===== src/rtl/sdram_pkg.sv =====
// Shared SDRAM controller definitions: command encodings, read FSM states and CAS latency.
// CAS latency is 2 when SDRAM_RD_CL2_EN is defined, 3 otherwise.
package sdram_pkg;

  // {CS_n, RAS_n, CAS_n, WE_n}
  localparam logic [3:0] CmdNop     = 4'b0111;
  localparam logic [3:0] CmdActive  = 4'b0011;
  localparam logic [3:0] CmdRead    = 4'b0101;
  localparam logic [3:0] CmdBStop   = 4'b0110;
  localparam logic [3:0] CmdPCharge = 4'b0010;

  localparam logic [1:0]  NopBa      = 2'b11;
  localparam logic [12:0] NopAddr    = 13'h1fff;
  localparam logic [12:0] PchAllAddr = 13'h0400;

`ifdef SDRAM_RD_CL2_EN
  localparam int unsigned CasLatency = 2;
`else
  localparam int unsigned CasLatency = 3;
`endif

  typedef enum logic [2:0] {
    RdIdle,
    RdActive,
    RdTrcd,
    RdRead,
    RdData,
    RdPch,
    RdTrp,
    RdEnd
  } rd_state_e;

endpackage


===== src/rtl/sdram_rd_valid_pipe.sv =====
// Delays the READ-issue window by CasLatency+1 cycles into rd_ack and captures DQ words.
// Depth follows CasLatency (SDRAM_RD_CL2_EN selects CL=2).
module sdram_rd_valid_pipe
  import sdram_pkg::*;
(
  input  logic        sys_clk,
  input  logic        sys_rst_n,
  input  logic        rd_window,
  input  logic [15:0] rd_data_in,
  output logic        rd_ack,
  output logic [15:0] rd_sdram_data
);

  logic [CasLatency:0] vld_q;

  always_ff @(posedge sys_clk or negedge sys_rst_n) begin
    if (!sys_rst_n) begin
      vld_q         <= '0;
      rd_sdram_data <= '0;
    end else begin
      vld_q <= {vld_q[CasLatency-1:0], rd_window};
      // Tap CL-1 marks the cycle a word is on DQ; it is registered for the ack cycle.
      if (vld_q[CasLatency-1]) begin
        rd_sdram_data <= rd_data_in;
      end
    end
  end

  assign rd_ack = vld_q[CasLatency];

endmodule


===== src/rtl/sdram_read.sv =====
// SDRAM read-burst engine: ACTIVE -> READ -> BURST STOP -> PRECHARGE with DQ capture.
// SDRAM_RD_CL2_EN selects CAS latency 2 (default 3) via sdram_pkg.
module sdram_read
  import sdram_pkg::*;
#(
  parameter int unsigned TRCD_CLK = 2,
  parameter int unsigned TRP_CLK  = 2
) (
  input  logic        sys_clk,
  input  logic        sys_rst_n,
  input  logic        init_end,
  input  logic        rd_en,
  input  logic [23:0] rd_addr,
  input  logic [9:0]  rd_burst_len,
  input  logic [15:0] rd_data_in,
  output logic [3:0]  rd_cmd,
  output logic [1:0]  rd_ba,
  output logic [12:0] rd_sdram_addr,
  output logic        rd_ack,
  output logic [15:0] rd_sdram_data,
  output logic        rd_end
);

  localparam logic [9:0] TrcdLast = 10'(TRCD_CLK - 1);
  localparam logic [9:0] TrpLast  = 10'(TRP_CLK);
  localparam logic [9:0] ClLast   = 10'(CasLatency - 1);

  rd_state_e   state_q, state_d;
  logic [9:0]  cnt_q;
  logic [9:0]  len_q;
  logic [23:0] addr_q;
  logic [9:0]  len_clamped;
  logic        start;
  logic        data_last;
  logic        pch_last;
  logic [3:0]  cmd_d;
  logic [1:0]  ba_d;
  logic [12:0] sdram_addr_d;

  assign start       = (state_q == RdIdle) && init_end && rd_en && (rd_burst_len != '0);
  assign len_clamped = (rd_burst_len > 10'd512) ? 10'd512 : rd_burst_len;
  assign data_last   = (cnt_q == len_q - 10'd1);
  assign pch_last    = (cnt_q == ClLast);

  always_ff @(posedge sys_clk or negedge sys_rst_n) begin
    if (!sys_rst_n) begin
      state_q <= RdIdle;
      cnt_q   <= '0;
      len_q   <= '0;
      addr_q  <= '0;
    end else begin
      state_q <= state_d;
      cnt_q   <= (state_d != state_q) ? '0 : cnt_q + 10'd1;
      if (start) begin
        addr_q <= rd_addr;
        len_q  <= len_clamped;
      end
    end
  end

  always_comb begin
    state_d = state_q;
    unique case (state_q)
      RdIdle:   if (start) state_d = RdActive;
      RdActive: state_d = RdTrcd;
      RdTrcd:   if (cnt_q == TrcdLast) state_d = RdRead;
      RdRead:   state_d = RdData;
      RdData:   if (data_last) state_d = RdPch;
      RdPch:    if (pch_last) state_d = RdTrp;
      RdTrp:    if (cnt_q == TrpLast) state_d = RdEnd;
      RdEnd:    state_d = RdIdle;
      default:  state_d = RdIdle;
    endcase
  end

  // Commands are computed from the current state and registered onto the pins.
  always_comb begin
    cmd_d        = CmdNop;
    ba_d         = NopBa;
    sdram_addr_d = NopAddr;
    unique case (state_q)
      RdActive: begin
        cmd_d        = CmdActive;
        ba_d         = addr_q[23:22];
        sdram_addr_d = addr_q[21:9];
      end
      RdRead: begin
        cmd_d        = CmdRead;
        ba_d         = addr_q[23:22];
        sdram_addr_d = {4'b0000, addr_q[8:0]};
      end
      RdData: begin
        if (data_last) begin
          cmd_d        = CmdBStop;
          ba_d         = rd_ba;
          sdram_addr_d = rd_sdram_addr;
        end
      end
      RdPch: begin
        if (pch_last) begin
          cmd_d        = CmdPCharge;
          ba_d         = addr_q[23:22];
          sdram_addr_d = PchAllAddr;
        end
      end
      default: begin
        cmd_d = CmdNop;
      end
    endcase
  end

  always_ff @(posedge sys_clk or negedge sys_rst_n) begin
    if (!sys_rst_n) begin
      rd_cmd        <= CmdNop;
      rd_ba         <= NopBa;
      rd_sdram_addr <= NopAddr;
    end else begin
      rd_cmd        <= cmd_d;
      rd_ba         <= ba_d;
      rd_sdram_addr <= sdram_addr_d;
    end
  end

  assign rd_end = (state_q == RdEnd);

  sdram_rd_valid_pipe u_valid_pipe (
    .sys_clk       (sys_clk),
    .sys_rst_n     (sys_rst_n),
    .rd_window     (state_q == RdData),
    .rd_data_in    (rd_data_in),
    .rd_ack        (rd_ack),
    .rd_sdram_data (rd_sdram_data)
  );

endmodule


===== config.mk =====
export PLATFORM = sky130hd
export DESIGN_NAME = sdram_read
export DESIGN_NICKNAME = d
export VERILOG_FILES = /design/src/rtl/sdram_pkg.sv /design/src/rtl/sdram_rd_valid_pipe.sv /design/src/rtl/sdram_read.sv
export SDC_FILE = /design/constraint.sdc
export NUM_CORES = 1
export LEC_CHECK = 0
export BUFFER_PORTS_ARGS = -buffer_cell sky130_fd_sc_hd__buf_4
export CORE_MARGIN = 1.5
export CORE_UTILIZATION = 50
export CTS_CLUSTER_SIZE = 8
export DETAILED_ROUTE_END_ITERATION = 8
export GPL_TIMING_DRIVEN = 1
export PLACE_DENSITY_LB_ADDON = 0.05
export SLEW_MARGIN = 20
export SYNTH_ARGS = -nofsm -noshare
export SYNTH_HDL_FRONTEND = slang
export SYNTH_SLANG_ARGS = --single-unit

===== constraint.sdc =====
create_clock -name sys_clk -period 4.47 [get_ports sys_clk]
set_clock_uncertainty 0.05 [all_clocks]
set_input_delay 0.447 -clock sys_clk [delete_from_list [all_inputs] [get_ports sys_clk]]
set_output_delay 0.447 -clock sys_clk [all_outputs]
set_load 0.05 [all_outputs]

==> metrics.yaml <==
power:
  ir_drop_mv: 0.153
  combPwrFrac: 0.072
  p_int_mw: 1.06
  share_seq_of_total_power: 0.556
  p_sw_frac: 0.245
  switchingPower_mw: 0.344
  total_leakage_power_nw: 2.22
  p_clk_frac: 0.372
  power.total_mw: 1.40
  power_density_mw_per_mm2: 279
layout:
  diodes: 0
  postLayoutCoreUtil: 0.639
  design_area_mm2: 0.00502
  areaGrowthSynthToFinish_pct: 21.5
  drive_above_1_share: 0.407
  final_nets: 503
critical_path:
  worstPathMaxFanout: 32
  crit_type: "flop to flop"
  arrival_ns: 2.95
  start_kind: "flop"
  cp-startpoint: "state_q[2]"
  cp.required_ns: 4.61
  cp-end-kind: "flop"
  r2r_start: "state_q[2]"
sta:
  finalSetupViolCount: 0
  hold_viol: 0
  rsz0062_at_grt: "no"
  finalCriticalPeriod_ns: 2.81
  fmax_ghz: 0.355
  worstMarginPinSlew_ns: 0.884
  fin_tns_setup_ns: 0
  slew_headroom: 0.409
  maxSlewViolCount: 0
  worst_slack_ns: 1.66
  post-route-period-util: 0.630
clock_tree:
  clkTransAtPathRegs_ns: 0.09
  cts_buffers: 9
  cts.sinks: 85
  cts_hold_buf: 0
  clock_latency_ns: 0.35
  post-cts-setup-buffers: 0
  cts.path.max_buffers: 2
  htree_levels: 3
  cts_resized: 0
  cts_root_buffer: "clkbuf_8"
  cts_tree: "built"
logic_synthesis:
  synth_fp_nets: 424
  async_flop_share: 1.00
  synth_area_mm2: 0.00413
  synth-main-ff-cell: "dfrtp_1"
  avgSynthCellArea_um2: 11.3
  synth-edff-count: 0
  synth_cells: 366
  ys_types: 50
  synth-seq-cells: 85
  ys_seq_area_frac: 0.521
  yosys_warnings: 0
global_routing:
  met3_usage: 0.0453
  track_usage: 0.217
  met2_usage: 0.335
  grt_pass1_wl_mm: 14.8
  grt_max_degree: 86
  grt_pass1_vias: 2985
  antenna_found_initial: 0
  overflow: 0
  use_met1: 0.303
  top_usage_layer: "met2"
floorplan:
  die_w_um: 93.9
  num_rows: 32
  fp.dieH_um: 93.9
  io_pins: 91
  die_area_mm2: 0.00881
  start_util: 0.526
  coreArea_mm2: 0.00785
drt:
  ant_nets: 0
  avgRoutedWirePerCell_um: 15.9
  wl_mm: 8.78
  dr.pass1.iters: 5
  vias: 3066
  drc: 0
  detail_route.vias_per_cell: 5.55
  drt_iter0_drc: 129
placed_design:
  dp_hpwl_mm: 5.94
  place_congestion: 0.772
  port_buffers: 89
  post_dp_cell_area_mm2: 0.00482
  pre_cts_slack_ns: 1.65
status:
  status: "finished, final reports clean"
min_path:
  hp-class: "input pin to asynchronous set/reset pin"
flow_run:
  drv_cap: 0
-- layout make-up --
cell class / instances / area [um2]
Tap cell: 102 / 128
Fill cell: 637 / 2830
Clock inverter: 5 / 41.3
Multi-Input combinational cell: 247 / 1820
Sequential cell: 85 / 2150
Inverter: 12 / 45.0
Clock buffer: 11 / 151
Timing Repair Buffer: 90 / 679
-- cells in the mapped netlist (2+ instances only) --
cell       n  area share
nor4_4     3       0.015
dfstp_2   18        0.11
dfrtp_1   67        0.41
a211oi_1  12       0.022
buf_6      2      0.0055
nand2_1   21       0.019
nor2_1    24       0.022
a22oi_1    8       0.015
buf_2      8      0.0097
xor2_1    11       0.023
nor4_1     3      0.0045
a21oi_1    8      0.0097
nand4_1   12       0.018
a21o_1     2      0.0036
and2_1     2      0.0030
mux2_2    41        0.11
a211oi_4   2      0.0097
buf_4      2      0.0036
and3_1     5      0.0076
inv_1     12       0.011
nor3_1    18       0.022
ha_1       4       0.012
a31oi_1   19       0.029
a32oi_1    2      0.0042
xnor2_1    7       0.015
o211ai_1   3      0.0055
clkbuf_1   9      0.0082
nand2b_1   3      0.0045
nand3_1   11       0.013
o21ai_0    7      0.0085
-- placed cells by master, fill, tap and decap left out, types with 3 or more instances in the layout --
master    count
a31oi_1      19
a211oi_1     12
o211ai_1      3
a21oi_1       8
a22oi_1       8
o21ai_0       7
nand2b_1      3
dfstp_2      18
nor4_4        3
xor2_1       11
nand4_1      12
ha_1          4
nand2_1      21
xnor2_1       7
and3_1        5
buf_4        89
nand3_1      11
nor2_1       24
clkbuf_8     11
mux2_2       41
inv_1        12
nor4_1        3
nor3_1       18
dfrtp_1      67
-- power by group through the flow --
stage / clock network, mW / registers, mW / logic (mW)
6_report: 0.522 / 0.780 / 0.100
5_1_grt: 0.565 / 0.781 / 0.109
4_1_cts: 0.535 / 0.780 / 0.102
3_5_place_dp: 0 / 0.795 / 0.102
3_3_place_gp: 0 / 0.794 / 0.102
2_1_floorplan: 0 / 0.821 / 0.0107
-- final timing paths --
check,endpoint,slack [ns],cells after the start
hold / removal,u_valid_pipe.rd_sdram_data[0],0.06,1
setup reg to reg,cnt_q[1],1.66,6
min in group sys_clk,addr_q[23],0.26,2
hold reg to reg,u_valid_pipe.vld_q[2],0.31,0
max in group asynchronous,cnt_q[9],3.77,1
setup / recovery,cnt_q[1],1.66,6
-- stage by stage --
step,hold slack [ns],cells
3_3_place_gp,0.285,536
6_report,0.0588,552
3_5_place_dp,0.288,536
2_1_floorplan,0.101,366
4_1_cts,0.256,552
5_1_grt,0.129,552
-- cells by family (layout without fill, tap and decap cells) --
kind of cell / Yosys count / after routing / synth area share
AOI/OAI and AO/OA: 69 / 69 / 0.119
xor gates and xnor gates: 19 / 19 / 0.0421
adders and majority gates: 4 / 4 / 0.0121
buffers and inverters: 34 / 118 / 0.0388
DFF: 85 / 85 / 0.521
muxes: 41 / 41 / 0.112
other: 1 / 1 / 0.000908
and+or+nand+nor: 113 / 113 / 0.155
-- state kept, by name, indices dropped and copies added, names as in the netlist --
| register | count |
|---|---|
| addr_q | 24 |
| u_valid_pipe.rd_sdram_data | 16 |
| rd_sdram_addr | 13 |
| cnt_q | 10 |
| len_q | 10 |
| u_valid_pipe.vld_q | 4 |
| rd_cmd | 3 |
| state_q | 3 |
| rd_ba | 2 |
-- metal layers --
layer / share of wire / vias to the layer above / wire length [um]
met5: 0 / - / 0
met4: 0.011 / 0 / 95
met3: 0.076 / 10 / 670
met2: 0.45 / 121 / 3920
met1: 0.47 / 1447 / 4100
li1: - / 1488 / -
-- worst max-delay path: stages (launching register included) --
cell and delay (ns):
dfrtp_1 0.60, nor2_1 0.34, and4_1 0.44, o21ai_2 0.09, buf_4 0.26, a31oi_1 0.76
a211oi_1 0.10
(Power assumes the default switching activity.)
